$ cat src/rtl/replica_pkg.sv
// Shared types for one replica of the 2-opt annealer: move encoding,
// city count and ordinal address/data width.
package replica_pkg;

  localparam int city_num = 8;
  localparam int city_log = $clog2(city_num + 2);

  // Move kind produced by the move generator
  typedef enum logic {
    TWO = 1'b0,
    THR = 1'b1
  } com_t;

  // One candidate move; K < L for a well-formed 2-opt move
  typedef struct packed {
    com_t                com;
    logic [city_log-1:0] base_id;
    logic [city_log-1:0] K;
    logic [city_log-1:0] L;
  } opt_t;

endpackage

$ cat src/rtl/two_opt_exec.sv
// two_opt_exec: applies an accepted 2-opt move to the replica's ordinal RAM
// by reversing ordinal[K..L] in place, one pairwise swap every four cycles
// through a synchronous 1R/1W port. Rejected moves, non-2-opt moves and
// K>=L finish in one cycle without touching the RAM.
// Optional build macro TWO_OPT_STAT_EN adds a 32-bit applied-move counter.
module two_opt_exec
  import replica_pkg::*;
(
  input  logic                clk,
  input  logic                reset,
  input  logic                run_i,
  input  logic                accept,
  input  opt_t                opt,
  output logic                busy,
  output logic                done,
  output logic [city_log-1:0] rd_addr,
  input  logic [city_log-1:0] rd_data,
  output logic                we,
  output logic [city_log-1:0] wr_addr,
  output logic [city_log-1:0] wr_data
`ifdef TWO_OPT_STAT_EN
  ,
  output logic [31:0]         accept_cnt
`endif
);

  typedef enum logic [2:0] {
    S_IDLE,
    S_RD_I,
    S_RD_J,
    S_WR_I,
    S_WR_J,
    S_DONE
  } state_t;

  state_t              state;
  logic [city_log-1:0] idx_i;
  logic [city_log-1:0] idx_j;
  logic [city_log-1:0] data_i;
  logic [city_log-1:0] wr_data_q;
  logic                wr_from_rd;
  logic [city_log-1:0] next_i;
  logic [city_log-1:0] next_j;
  logic                unused_base_id;

  // base_id identifies the replica upstream; this stage has no use for it
  assign unused_base_id = ^opt.base_id;

  assign next_i = idx_i + city_log'(1);
  assign next_j = idx_j - city_log'(1);

  // ram[j] arrives on rd_data during the first write cycle, so it is passed straight through
  assign wr_data = wr_from_rd ? rd_data : wr_data_q;

  // Swap sequencer: read i, read j, write ram[j] to i, write ram[i] to j, step inward
  always_ff @(posedge clk or negedge reset) begin
    if (!reset) begin
      state      <= S_IDLE;
      busy       <= 1'b0;
      done       <= 1'b0;
      we         <= 1'b0;
      rd_addr    <= '0;
      wr_addr    <= '0;
      wr_data_q  <= '0;
      wr_from_rd <= 1'b0;
      idx_i      <= '0;
      idx_j      <= '0;
      data_i     <= '0;
`ifdef TWO_OPT_STAT_EN
      accept_cnt <= '0;
`endif
    end else begin
      done <= 1'b0;
      case (state)
        S_IDLE: begin
          if (run_i) begin
            if (opt.com == TWO && accept && opt.K < opt.L) begin
              idx_i   <= opt.K;
              idx_j   <= opt.L;
              rd_addr <= opt.K;
              busy    <= 1'b1;
              state   <= S_RD_I;
            end else begin
              done  <= 1'b1;
              state <= S_DONE;
`ifdef TWO_OPT_STAT_EN
              if (opt.com == TWO && accept) begin
                accept_cnt <= accept_cnt + 32'd1;
              end
`endif
            end
          end
        end
        S_RD_I: begin
          rd_addr <= idx_j;
          state   <= S_RD_J;
        end
        S_RD_J: begin
          data_i     <= rd_data;
          we         <= 1'b1;
          wr_addr    <= idx_i;
          wr_from_rd <= 1'b1;
          state      <= S_WR_I;
        end
        S_WR_I: begin
          wr_from_rd <= 1'b0;
          wr_data_q  <= data_i;
          wr_addr    <= idx_j;
          we         <= 1'b1;
          state      <= S_WR_J;
        end
        S_WR_J: begin
          we    <= 1'b0;
          idx_i <= next_i;
          idx_j <= next_j;
          if (next_i < next_j) begin
            rd_addr <= next_i;
            state   <= S_RD_I;
          end else begin
            busy  <= 1'b0;
            done  <= 1'b1;
            state <= S_DONE;
`ifdef TWO_OPT_STAT_EN
            accept_cnt <= accept_cnt + 32'd1;
`endif
          end
        end
        S_DONE: begin
          state <= S_IDLE;
        end
        default: begin
          state <= S_IDLE;
        end
      endcase
    end
  end

endmodule

$ cat config.mk
export PLATFORM = sky130hd
export DESIGN_NAME = two_opt_exec
export DESIGN_NICKNAME = d
export VERILOG_FILES = /design/src/rtl/replica_pkg.sv /design/src/rtl/two_opt_exec.sv
export SDC_FILE = /design/constraint.sdc
export NUM_CORES = 1
export LEC_CHECK = 0
export BUFFER_PORTS_ARGS = -buffer_cell sky130_fd_sc_hd__buf_2
export CAP_MARGIN = 20
export CELL_PAD_IN_SITES_DETAIL_PLACEMENT = 1
export CELL_PAD_IN_SITES_GLOBAL_PLACEMENT = 1
export CORE_UTILIZATION = 35
export CTS_BUF_LIST = sky130_fd_sc_hd__clkbuf_8
export CTS_CLUSTER_DIAMETER = 40
export CTS_CLUSTER_SIZE = 16
export DETAILED_ROUTE_END_ITERATION = 16
export GPL_ROUTABILITY_DRIVEN = 1
export PLACE_DENSITY_LB_ADDON = 0.15
export SETUP_SLACK_MARGIN = 0.2
export SYNTH_ARGS = -nofsm -noshare
export SYNTH_HDL_FRONTEND = slang
export SYNTH_SLANG_ARGS = --single-unit
$ cat constraint.sdc
create_clock -name clk -period 3.6 [get_ports clk]
set_clock_uncertainty 0.2 [all_clocks]
set_input_delay 0.72 -clock clk [delete_from_list [all_inputs] [get_ports clk]]
set_output_delay 0.72 -clock clk [all_outputs]
set_load 0.005 [all_outputs]
==> results.sh <==
export IMPL_cts_tree="done"
export IMPL_rows=25
export IMPL_most_common_layout_cells="dfrtp_1 (31), buf_2 (31), o22ai_1 (15)"
export IMPL_core_area_um2=4755
export IMPL_use_met2=0.3115
export IMPL_synthesis_nets=199
export IMPL_fin_nets=228
export IMPL_synth_cell_area_um2=1738
export IMPL_syn2layout_area_growth_pct=18.21
export IMPL_whs_ns=0.2746
export IMPL_synthFlopType="dfrtp_1"
export IMPL_end_kind="register"
export IMPL_drt_wirelength_per_cell_um=17.03
export IMPL_drc=0
export IMPL_portBuffers=31
export IMPL_num_vias=1458
export IMPL_drtIter0Drc=99
export IMPL_antenna_found_initial=0
export IMPL_vias_per_cell=5.461
export IMPL_syn_avg_cell_area_um2=10.22
export IMPL_ys_seq_area_frac=0.4464
export IMPL_holdBufCountCts=0
export IMPL_relSlewSlack=0.5305
export IMPL_crit_arrival_ns=2.57
export IMPL_finalSetupTns_ns=0
export IMPL_cts_clk_slew_worst_paths_ns=0.07
export IMPL_cts_sinks=31
export IMPL_period_minus_slack_ns=2.562
export IMPL_hold_class="primary input to asynchronous set/reset pin"
export IMPL_fmax_mhz=390.3
export IMPL_worst_path_max_fanout=8
export IMPL_wirelength_um=4546
export IMPL_grt_pass1_wl_um=7686
export IMPL_grtUsageMet3=0.04861
export IMPL_htree_num_levels=2
export IMPL_rsz0062_at_grt="no"
export IMPL_drtPass1Iterations=4
export IMPL_die_w_um=72.47
export IMPL_cap_violations=0
export IMPL_synth_cells=170
export IMPL_top_usage_layer="met2"
export IMPL_cts_root_buffer="clkbuf_8"
export IMPL_ys_types=36
export IMPL_die_h_um=72.47
export IMPL_gp_congestion=0.8709
export IMPL_worst_slew_pin_slew_ns=0.7043
export IMPL_drive_gt1_frac=0.2800
export IMPL_cts_buffers=5
export IMPL_postCtsSetupBuffers=0
export IMPL_diodes=0
export IMPL_outcome="finished, final reports clean"
export IMPL_track_usage=0.1931
export IMPL_slew_viol_final=0
export IMPL_start_util=0.3655
export IMPL_grt_start_max_net_pins=32
export IMPL_ys_ff_latch=31
export IMPL_ir_drop_v=0.0003757
export IMPL_fin_crit_sh=0.7117
export IMPL_path_class="register to register"
export IMPL_leakage_nw=0.9499
export IMPL_ant_nets=0
export IMPL_pin_count=36
export IMPL_clk_latency_ns=0.29
export IMPL_hold_viol=0
export IMPL_crit_required_ns=3.61
export IMPL_n_fill_cell=558
export IMPL_post_cts_resized=0
export IMPL_overflow=0
export IMPL_grt_pass1_vias=1536
export IMPL_yosysWarnings=0
export IMPL_synth_edf_count=0
export IMPL_powerDensity_nw_per_um2=954.4
export IMPL_ys_async_sr_fraction=1.000
export IMPL_grt_util_met1=0.2533
export IMPL_setup_viol=0
export IMPL_hpwl_um=3294
export IMPL_max_clock_path_buffers=2
export IMPL_start_kind="register"
export IMPL_die_area_um2=5251
-- kinds of logic after synthesis --
family                   synth area share
buffers and inverters             0.05327
AO/OA/AOI/OAI                      0.1994
multiplexers                       0.1238
adder cells (fa/ha/maj)           0.05760
AND/OR/NAND/NOR                   0.09433
flip-flops                         0.4464
XOR/XNOR                          0.02520
-- registers in the layout, summed over array words and instances, names as in the netlist, 3 cells and up --
name / cells
wr_data_q: 4
idx_j: 4
state: 3
wr_addr: 4
idx_i: 4
data_i: 4
rd_addr: 4
-- worst max-delay path, stage by stage, from the launching register on --
cell and delay (ns):
dfrtp_1 0.51, inv_1 0.08, ha_1 0.25, xnor2_1 0.15, ha_1 0.28, o211ai_1 0.09, o21ai_0 0.36, o22ai_1 0.20
o31ai_4 0.14, mux2i_1 0.23
-- cell usage after synthesis (3+ instances only) --
cell,n,share of area
dfrtp_1,31,0.45
o22ai_1,15,0.054
inv_1,12,0.026
mux2_2,12,0.078
a21oi_1,11,0.032
nand2_1,10,0.022
o21ai_0,9,0.026
ha_1,8,0.058
mux2i_1,8,0.046
nor2_1,8,0.017
clkbuf_1,6,0.013
nand3_1,4,0.012
o22a_1,4,0.020
xnor2_1,4,0.020
o2bb2ai_1,3,0.015
-- report_power, final --
part	switching (mW)	internal, mW
Clock	0.137	0.224
Combinational	0.456	0.449
Sequential	0.188	0.507
Total	0.781	1.18
-- cell type report --
type / count / area [um2] / share of cell area
Clock buffer: 6 / 82.58 / 0.04019
Timing Repair Buffer: 32 / 162.7 / 0.07917
Clock inverter: 2 / 35.03 / 0.01705
Inverter: 12 / 45.04 / 0.02192
Tap cell: 67 / 83.83 / 0.04080
Multi-Input combinational cell: 117 / 869.6 / 0.4233
Sequential cell: 31 / 775.7 / 0.3776
-- routing by layer --
layer / wire, um / up-vias
li1: - / 680
met1: 2078 / 728
met2: 2172 / 41
met3: 221 / 9
met4: 74 / 0
met5: 0 / -
-- stage by stage --
| stage | area (um2) | utilization | total power [mW] | setup slack [ns] | std cells |
|---|---|---|---|---|---|
| floorplan | 1738 | - | 1.329 | 1.307 | 170 |
| global placement | 1937 | 0.4074 | 1.556 | 0.9181 | 259 |
| detailed placement | 1937 | 0.4074 | 1.603 | 0.8250 | 259 |
| CTS | 2054 | 0.4321 | 1.977 | 1.043 | 267 |
| global route | 2054 | 0.4321 | 2.117 | 0.8459 | 267 |
| finish | 2054 | 0.4321 | 1.961 | 1.038 | 267 |
-- worst paths after layout --
kind / slack, ns / from / to / cells after the start
setup / recovery: 1.04 / idx_j[0] / rd_addr[3] / 9
hold / removal: 0.27 / reset / idx_j[3] / 1
setup reg to reg: 1.04 / idx_j[0] / rd_addr[3] / 9
hold reg to reg: 0.29 / wr_addr[0] / wr_addr[0] / 2
max in group asynchronous: 2.47 / reset / data_i[0] / 1
min in group clk: 0.29 / wr_addr[0] / wr_addr[0] / 2
Note: power is estimated with default switching activity, not from simulation.
